==> src/rtl/cu_fsm_irq_pkg.sv <==
// Shared types and helpers for the multicycle OTTER control unit with interrupt entry.
// Holds the opcode/state enumerations and the width calculations used by the FSM.
package cu_fsm_pkg;

    typedef enum logic [6:0] {
        LOAD   = 7'b0000011,
        OP     = 7'b0110011,
        OP_IMM = 7'b0010011,
        LUI    = 7'b0110111,
        AUIPC  = 7'b0010111,
        JAL    = 7'b1101111,
        JALR   = 7'b1100111,
        STORE  = 7'b0100011,
        BRANCH = 7'b1100011,
        SYSTEM = 7'b1110011
    } opcode_t;

    typedef enum logic [2:0] {
        ST_INIT,
        ST_FETCH,
        ST_EXEC,
        ST_WB,
        ST_INTR
    } state_t;

    localparam logic [2:0] FUNCT3_PRIV = 3'b000;

    function automatic int calc_idw(input int n);
        return (n <= 1) ? 1 : $clog2(n);
    endfunction

    // Counter must reach max(FETCH_LAT, LOAD_LAT) - 1; one spare code keeps width >= 1.
    function automatic int calc_cw(input int f, input int l);
        int m;
        m = (f > l) ? f : l;
        return $clog2(m + 1);
    endfunction

endpackage

==> src/rtl/cu_fsm_irq_if.sv <==
// Instruction-field, interrupt and write-enable bundle between the control unit
// (master) and the datapath / CSR file (slave).
interface cu_fsm_irq_if
    import cu_fsm_pkg::*;
#(
    parameter int NUM_INT = 1
);
    localparam int IDW = calc_idw(NUM_INT);

    logic [6:0]         ir6_0;
    logic [2:0]         ir14_12;
    logic [NUM_INT-1:0] intr;
    logic               int_en;

    logic               PCWrite;
    logic               regWrite;
    logic               memWE2;
    logic               memRDEN1;
    logic               memRDEN2;
    logic               reset;
    logic               csr_WE;
    logic               int_taken;
    logic               mret_exec;
    logic [IDW-1:0]     int_id;
    logic               illegal;

    modport master (
        input  ir6_0, ir14_12, intr, int_en,
        output PCWrite, regWrite, memWE2, memRDEN1, memRDEN2, reset,
               csr_WE, int_taken, mret_exec, int_id, illegal
    );

    modport slave (
        output ir6_0, ir14_12, intr, int_en,
        input  PCWrite, regWrite, memWE2, memRDEN1, memRDEN2, reset,
               csr_WE, int_taken, mret_exec, int_id, illegal
    );

endinterface

==> src/rtl/cu_fsm_irq_int_prio_enc.sv <==
// Lowest-index-wins priority encoder for the interrupt request lines.
module int_prio_enc #(
    parameter int NUM_INT = 1,
    parameter int IDW     = 1
) (
    input  logic [NUM_INT-1:0] req,
    output logic [IDW-1:0]     idx,
    output logic               valid
);

    logic [NUM_INT-1:0] hit;

    // hit is one-hot: a line wins only if every lower-index line is idle.
    generate
        for (genvar gi = 0; gi < NUM_INT; gi++) begin : g_hit
            if (gi == 0) begin : g_first
                assign hit[gi] = req[gi];
            end else begin : g_rest
                assign hit[gi] = req[gi] & ~(|req[gi-1:0]);
            end
        end
    endgenerate

    always_comb begin
        idx = '0;
        for (int i = 0; i < NUM_INT; i++) begin
            if (hit[i]) begin
                idx = idx | IDW'(i);
            end
        end
    end

    assign valid = |req;

endmodule

==> src/rtl/cu_fsm_irq.sv <==
// Multicycle control-unit FSM: fetch / execute / load writeback with configurable
// latencies, SYSTEM decode (CSR write, mret) and interrupt entry between instructions.
module cu_fsm_irq
    import cu_fsm_pkg::*;
#(
    parameter int NUM_INT   = 1,
    parameter int FETCH_LAT = 1,
    parameter int LOAD_LAT  = 1
) (
    input  logic         CLK,
    input  logic         RST,
    cu_fsm_irq_if.master bus
);

    localparam int IDW = calc_idw(NUM_INT);
    localparam int CW  = calc_cw(FETCH_LAT, LOAD_LAT);
    localparam logic [CW-1:0] FETCH_LAST = CW'(FETCH_LAT - 1);
    localparam logic [CW-1:0] LOAD_LAST  = CW'(LOAD_LAT - 1);

    state_t        state_reg, state_next;
    logic [CW-1:0] cnt_reg, cnt_next;

    logic [IDW-1:0] prio_idx;
    logic           prio_valid;
    logic           pend;
    logic           done;

    logic pc_write, reg_write, mem_we2, mem_rden1, mem_rden2, pc_reset;
    logic csr_we, int_taken, mret_exec, illegal;
    logic [IDW-1:0] int_id;

    int_prio_enc #(
        .NUM_INT (NUM_INT),
        .IDW     (IDW)
    ) u_prio (
        .req   (bus.intr),
        .idx   (prio_idx),
        .valid (prio_valid)
    );

    assign pend = bus.int_en & prio_valid;

    always_ff @(posedge CLK or posedge RST) begin
        if (RST) begin
            state_reg <= ST_INIT;
            cnt_reg   <= '0;
        end else begin
            state_reg <= state_next;
            cnt_reg   <= cnt_next;
        end
    end

    always_comb begin
        state_next = state_reg;
        done       = 1'b0;
        pc_write   = 1'b0;
        reg_write  = 1'b0;
        mem_we2    = 1'b0;
        mem_rden1  = 1'b0;
        mem_rden2  = 1'b0;
        pc_reset   = 1'b0;
        csr_we     = 1'b0;
        int_taken  = 1'b0;
        mret_exec  = 1'b0;
        illegal    = 1'b0;
        int_id     = '0;

        case (state_reg)
            ST_INIT: begin
                pc_reset   = 1'b1;
                state_next = ST_FETCH;
            end
            ST_FETCH: begin
                mem_rden1 = 1'b1;
                if (cnt_reg == FETCH_LAST) begin
                    state_next = ST_EXEC;
                end
            end
            ST_EXEC: begin
                done = 1'b1;
                case (bus.ir6_0)
                    LOAD: begin
                        mem_rden2  = 1'b1;
                        done       = 1'b0;
                        state_next = ST_WB;
                    end
                    OP, OP_IMM, LUI, AUIPC, JAL, JALR: begin
                        pc_write  = 1'b1;
                        reg_write = 1'b1;
                    end
                    STORE: begin
                        pc_write = 1'b1;
                        mem_we2  = 1'b1;
                    end
                    BRANCH: begin
                        pc_write = 1'b1;
                    end
                    SYSTEM: begin
                        pc_write = 1'b1;
                        if (bus.ir14_12 == FUNCT3_PRIV) begin
                            mret_exec = 1'b1;
                        end else begin
                            csr_we    = 1'b1;
                            reg_write = 1'b1;
                        end
                    end
                    default: begin
                        // Unknown opcode: step past it without touching any state.
                        illegal  = 1'b1;
                        pc_write = 1'b1;
                    end
                endcase
            end
            ST_WB: begin
                if (cnt_reg == LOAD_LAST) begin
                    pc_write  = 1'b1;
                    reg_write = 1'b1;
                    done      = 1'b1;
                end else begin
                    mem_rden2 = 1'b1;
                end
            end
            ST_INTR: begin
                int_taken  = 1'b1;
                pc_write   = 1'b1;
                int_id     = prio_idx;
                state_next = ST_FETCH;
            end
            default: begin
                state_next = ST_INIT;
            end
        endcase

        // Interrupts are only sampled at an instruction boundary.
        if (done) begin
            state_next = pend ? ST_INTR : ST_FETCH;
        end
    end

    assign cnt_next = (state_next != state_reg) ? '0 : cnt_reg + CW'(1);

    assign bus.PCWrite   = pc_write;
    assign bus.regWrite  = reg_write;
    assign bus.memWE2    = mem_we2;
    assign bus.memRDEN1  = mem_rden1;
    assign bus.memRDEN2  = mem_rden2;
    assign bus.reset     = pc_reset;
    assign bus.csr_WE    = csr_we;
    assign bus.int_taken = int_taken;
    assign bus.mret_exec = mret_exec;
    assign bus.int_id    = int_id;
    assign bus.illegal   = illegal;

endmodule

==> src/flat_wrapper.sv <==
// flat-port wrapper written by rule: the top's interface ports become plain ports
module cu_fsm_irq_flat import cu_fsm_pkg::*;
#(
    parameter int NUM_INT   = 1,
    parameter int FETCH_LAT = 1,
    parameter int LOAD_LAT  = 1
)
  (CLK, RST, bus_ir6_0, bus_ir14_12, bus_intr, bus_int_en, bus_PCWrite, bus_regWrite, bus_memWE2, bus_memRDEN1, bus_memRDEN2, bus_reset, bus_csr_WE, bus_int_taken, bus_mret_exec, bus_int_id, bus_illegal);
  cu_fsm_irq_if #(.NUM_INT(NUM_INT)) bus_i ();
  input  logic CLK;
  input  logic RST;
  input wire logic [$bits(bus_i.ir6_0)-1:0] bus_ir6_0;
  input wire logic [$bits(bus_i.ir14_12)-1:0] bus_ir14_12;
  input wire logic [$bits(bus_i.intr)-1:0] bus_intr;
  input wire logic [$bits(bus_i.int_en)-1:0] bus_int_en;
  output wire logic [$bits(bus_i.PCWrite)-1:0] bus_PCWrite;
  output wire logic [$bits(bus_i.regWrite)-1:0] bus_regWrite;
  output wire logic [$bits(bus_i.memWE2)-1:0] bus_memWE2;
  output wire logic [$bits(bus_i.memRDEN1)-1:0] bus_memRDEN1;
  output wire logic [$bits(bus_i.memRDEN2)-1:0] bus_memRDEN2;
  output wire logic [$bits(bus_i.reset)-1:0] bus_reset;
  output wire logic [$bits(bus_i.csr_WE)-1:0] bus_csr_WE;
  output wire logic [$bits(bus_i.int_taken)-1:0] bus_int_taken;
  output wire logic [$bits(bus_i.mret_exec)-1:0] bus_mret_exec;
  output wire logic [$bits(bus_i.int_id)-1:0] bus_int_id;
  output wire logic [$bits(bus_i.illegal)-1:0] bus_illegal;
  assign bus_i.ir6_0 = bus_ir6_0;
  assign bus_i.ir14_12 = bus_ir14_12;
  assign bus_i.intr = bus_intr;
  assign bus_i.int_en = bus_int_en;
  assign bus_PCWrite = bus_i.PCWrite;
  assign bus_regWrite = bus_i.regWrite;
  assign bus_memWE2 = bus_i.memWE2;
  assign bus_memRDEN1 = bus_i.memRDEN1;
  assign bus_memRDEN2 = bus_i.memRDEN2;
  assign bus_reset = bus_i.reset;
  assign bus_csr_WE = bus_i.csr_WE;
  assign bus_int_taken = bus_i.int_taken;
  assign bus_mret_exec = bus_i.mret_exec;
  assign bus_int_id = bus_i.int_id;
  assign bus_illegal = bus_i.illegal;
  cu_fsm_irq #(.NUM_INT(NUM_INT), .FETCH_LAT(FETCH_LAT), .LOAD_LAT(LOAD_LAT)) u_core (.CLK(CLK), .RST(RST), .bus(bus_i));
endmodule
==> config.mk <==
export PLATFORM = sky130hd
export DESIGN_NAME = cu_fsm_irq_flat
export DESIGN_NICKNAME = d
export VERILOG_FILES = /design/src/rtl/cu_fsm_irq_pkg.sv /design/src/rtl/cu_fsm_irq_if.sv /design/src/rtl/cu_fsm_irq_int_prio_enc.sv /design/src/rtl/cu_fsm_irq.sv /design/src/flat_wrapper.sv
export SDC_FILE = /design/constraint.sdc
export NUM_CORES = 1
export LEC_CHECK = 0
export CORE_AREA = 2 2 39 41
export CTS_BUF_LIST = sky130_fd_sc_hd__clkbuf_16
export DETAILED_ROUTE_END_ITERATION = 10
export DIE_AREA = 0 0 41 43
export PLACE_DENSITY = 0.8
export SETUP_SLACK_MARGIN = 0.15
export SYNTH_ARGS = -nofsm -noshare
export SYNTH_HDL_FRONTEND = slang
export SYNTH_SLANG_ARGS = --single-unit
export TNS_END_PERCENT = 50
==> constraint.sdc <==
create_clock -name CLK -period 1.2 [get_ports CLK]
set_clock_uncertainty 0.1 [all_clocks]
set_input_delay 0.24 -clock CLK [delete_from_list [all_inputs] [get_ports CLK]]
set_output_delay 0.24 -clock CLK [all_outputs]
set_load 0.01 [all_outputs]
==> results.ini <==
[outcome]
outcome=finished with violations
violations=negative setup slack

[clocking]
clk_pin_slew_ns=0.03
tritoncts=built
clock_path_buffers=2
cts_root_buf=clkbuf_16
cts_buffers=3
ctsHoldBuffers=0
clock_latency_ns=0.22
clkSinkCount=4
cts.htree.levels=1

[logic_synthesis]
yosys_warnings=0
syn_inst=49
post_synth.cell_area_avg_um2=8.07
synth-compound-area-share_pct=16.1
synth_top_family_by_area=simple AND/OR/NAND/NOR gates
synthXorXnorAreaFrac_pct=2.22
ys_seq_area_share_pct=25.3
synth_cell_type_count=31
netlist_area_um2=395
synth_fa_ha_area_share_pct=0
ys_ff_latch=4
synthSimpleGateAreaFrac_pct=49.1
synthMuxAreaShare_pct=0

[worst_setup_path]
cp.arrival_ns=1.38
crit_fanout=6
r2r_slack_ns=-0.28
crit_required_ns=0.86
crit_path_start_kind=register
path_class=reg2out
end_kind=output pin

[floorplan]
die_area_um2=1760
core_area_um2=1380
design.portCount=25
row_count=14
start_util_pct=28.6
die_x_um=41
die_h_um=43

[layout]
diodes=0
fill_cells=104
fin_area_um2=987
largest_register_ffs=3
drive_gt1_share_pct=69.0
fin_nets=116
finalNonFillerCells=116
area_delta_synth_final_pct=150

[timing]
clock.fmax_ghz=0.581
fin_crit_sh_pct=143
slew_violations=0
layout_setup_ws_ns=-0.521
finalCriticalPeriod_ns=1.72
rsz0062_at_grt=yes
setup_viol=13
hold_violations=0
finalSetupTns_ns=-5.02

[power_and_ir_drop]
vdd_ir_drop_max_mv=1.27
powerDensity_nw_per_um2=1790
leakagePower_nw=0.464
totalPowerFinal_mw=1.76

[route]
route.detailed.drc=0
wirelength_mm=1.75
ant_nets=0
viasPerCell=5.28
routed-via-count=613
routedWlPerCell_um=15.1
drt_iter0_drc=1
firstDrtPassIters=4

[grt]
globalRoute.totalOverflow=0
grtUsageTotal_pct=18.5
antenna_found_initial=0
grt_start_max_net_pins=7
grt_pass1_vias=576
grt_first_pass_wirelength_mm=2.24

[placement]
dp_cells=104
gp_congestion=0.765
preCtsSetupSlack_ns=-1.11
port_buffers=23
post_dp_cell_area_um2=798
hpwl_mm=1.02

[min_path]
hold_class=in2async

[run]
max_cap_violations=0

-- power by group --
| part | switching [mW] | leakage, nW | total, mW | internal (mW) |
|---|---|---|---|---|
| logic | 0.429 | 0.380 | 1.01 | 0.580 |
| registers | 0.0671 | 0.0468 | 0.244 | 0.177 |
| clock network | 0.0851 | 0.0370 | 0.510 | 0.425 |
| total | 0.581 | 0.464 | 1.76 | 1.18 |
-- final cells by class --
type	instances	area [um2]	area share, %
multi-input cells	41	393	39.8
repair buffers	50	389	39.4
flip-flops and latches	4	103	10.4
clock buffers	3	75.1	7.60
well taps	16	20.0	2.03
inverters	2	7.51	0.760
-- cells in the mapped netlist, drive strengths merged --
library cell / number / area (um2)
o21bai: 1 / 7.51
inv: 2 / 7.51
o211ai: 1 / 7.51
nor4bb: 1 / 10.0
nand3: 3 / 15.0
nand2: 3 / 11.3
and3: 1 / 6.26
a22oi: 1 / 7.51
conb: 1 / 3.75
o21ai: 1 / 5.00
nor2: 4 / 15.0
a21oi: 1 / 5.00
nand2b: 2 / 12.5
dfrtp: 4 / 100
or3: 1 / 6.26
and2: 1 / 6.26
buf: 3 / 17.5
and4bb: 3 / 41.3
nor4: 1 / 6.26
a31oi: 1 / 6.26
o31ai: 1 / 7.51
a22o: 1 / 8.76
xnor2: 1 / 8.76
and4b: 2 / 20.0
nor3b: 3 / 22.5
nor3: 3 / 15.0
nor2b: 1 / 6.26
a41oi: 1 / 8.76
-- through the flow --
step / hold WS, ns / util, %
floorplan: -0.0939 / -
global placement: 0.328 / 57.7
detailed placement: 0.330 / 57.7
CTS: 0.0963 / 64.6
global route: 0.122 / 71.3
finish: 0.0947 / 71.3
-- worst max-delay path, cell delays in order (launching register included) --
cell	delay (ns)
dfrtp_2	0.44
and4bb_2	0.34
a41oi_2	0.13
o31ai_2	0.08
buf_2	0.16
-- cell families after synthesis --
logic type,Yosys count
compound gates,9
flops,4
buf+inv,5
xor+xnor,1
simple gates,29
other cells,1
-- cells in the final DEF, fill, tap and decap left out, drive strengths merged --
cell type       n
a21oi           1
or3             1
nor2b           1
nor2            4
a41oi           1
and4b           2
a22oi           1
clkbuf          3
xnor2           1
o211ai          1
and4bb          3
conb            2
clkdlybuf4s50   3
o31ai           1
a31oi           1
o21ai           1
and2            1
clkdlybuf4s15   2
and3            1
o21bai          1
inv             2
nor3b           3
nor4bb          1
buf            42
a22o            1
nor4            1
nand2           3
nand3           3
nor3            3
dfrtp           4
nand2b          2
dlygate4sd2     3
-- worst paths after layout --
kind / from / to / depth (start not counted)
worst min register to register: u_core.state_reg[2]$_DFF_PP0_ / u_core.state_reg[0]$_DFF_PP0_ / 1
max in group asynchronous: RST / u_core.state_reg[2]$_DFF_PP0_ / 2
min in group CLK: u_core.state_reg[2]$_DFF_PP0_ / u_core.state_reg[0]$_DFF_PP0_ / 1
worst max-delay path: u_core.state_reg[0]$_DFF_PP0_ / bus_regWrite / 4
worst max register to register: u_core.state_reg[0]$_DFF_PP0_ / u_core.state_reg[2]$_DFF_PP0_ / 5
worst min-delay path: RST / u_core.state_reg[1]$_DFF_PP0_ / 2
-- layer usage --
metal / share of wire (%) / global-route usage (%) / up-vias
li1: - / - / 287
met1: 36 / 18.0 / 300
met2: 55 / 32.8 / 22
met3: 6.8 / 2.62 / 4
met4: 1.4 / 12.0 / 0
met5: 0 / 0 / -
-- what timing repair did --
action / 4_1_cts / 5_1_grt
endpoints found under the setup margin: 13 / 13
buffers inserted: 6 / 3
resized for setup: 77 / 15
pin swaps: 13 / 5
cloned: 0 / 0
(Power assumes the default switching activity.)
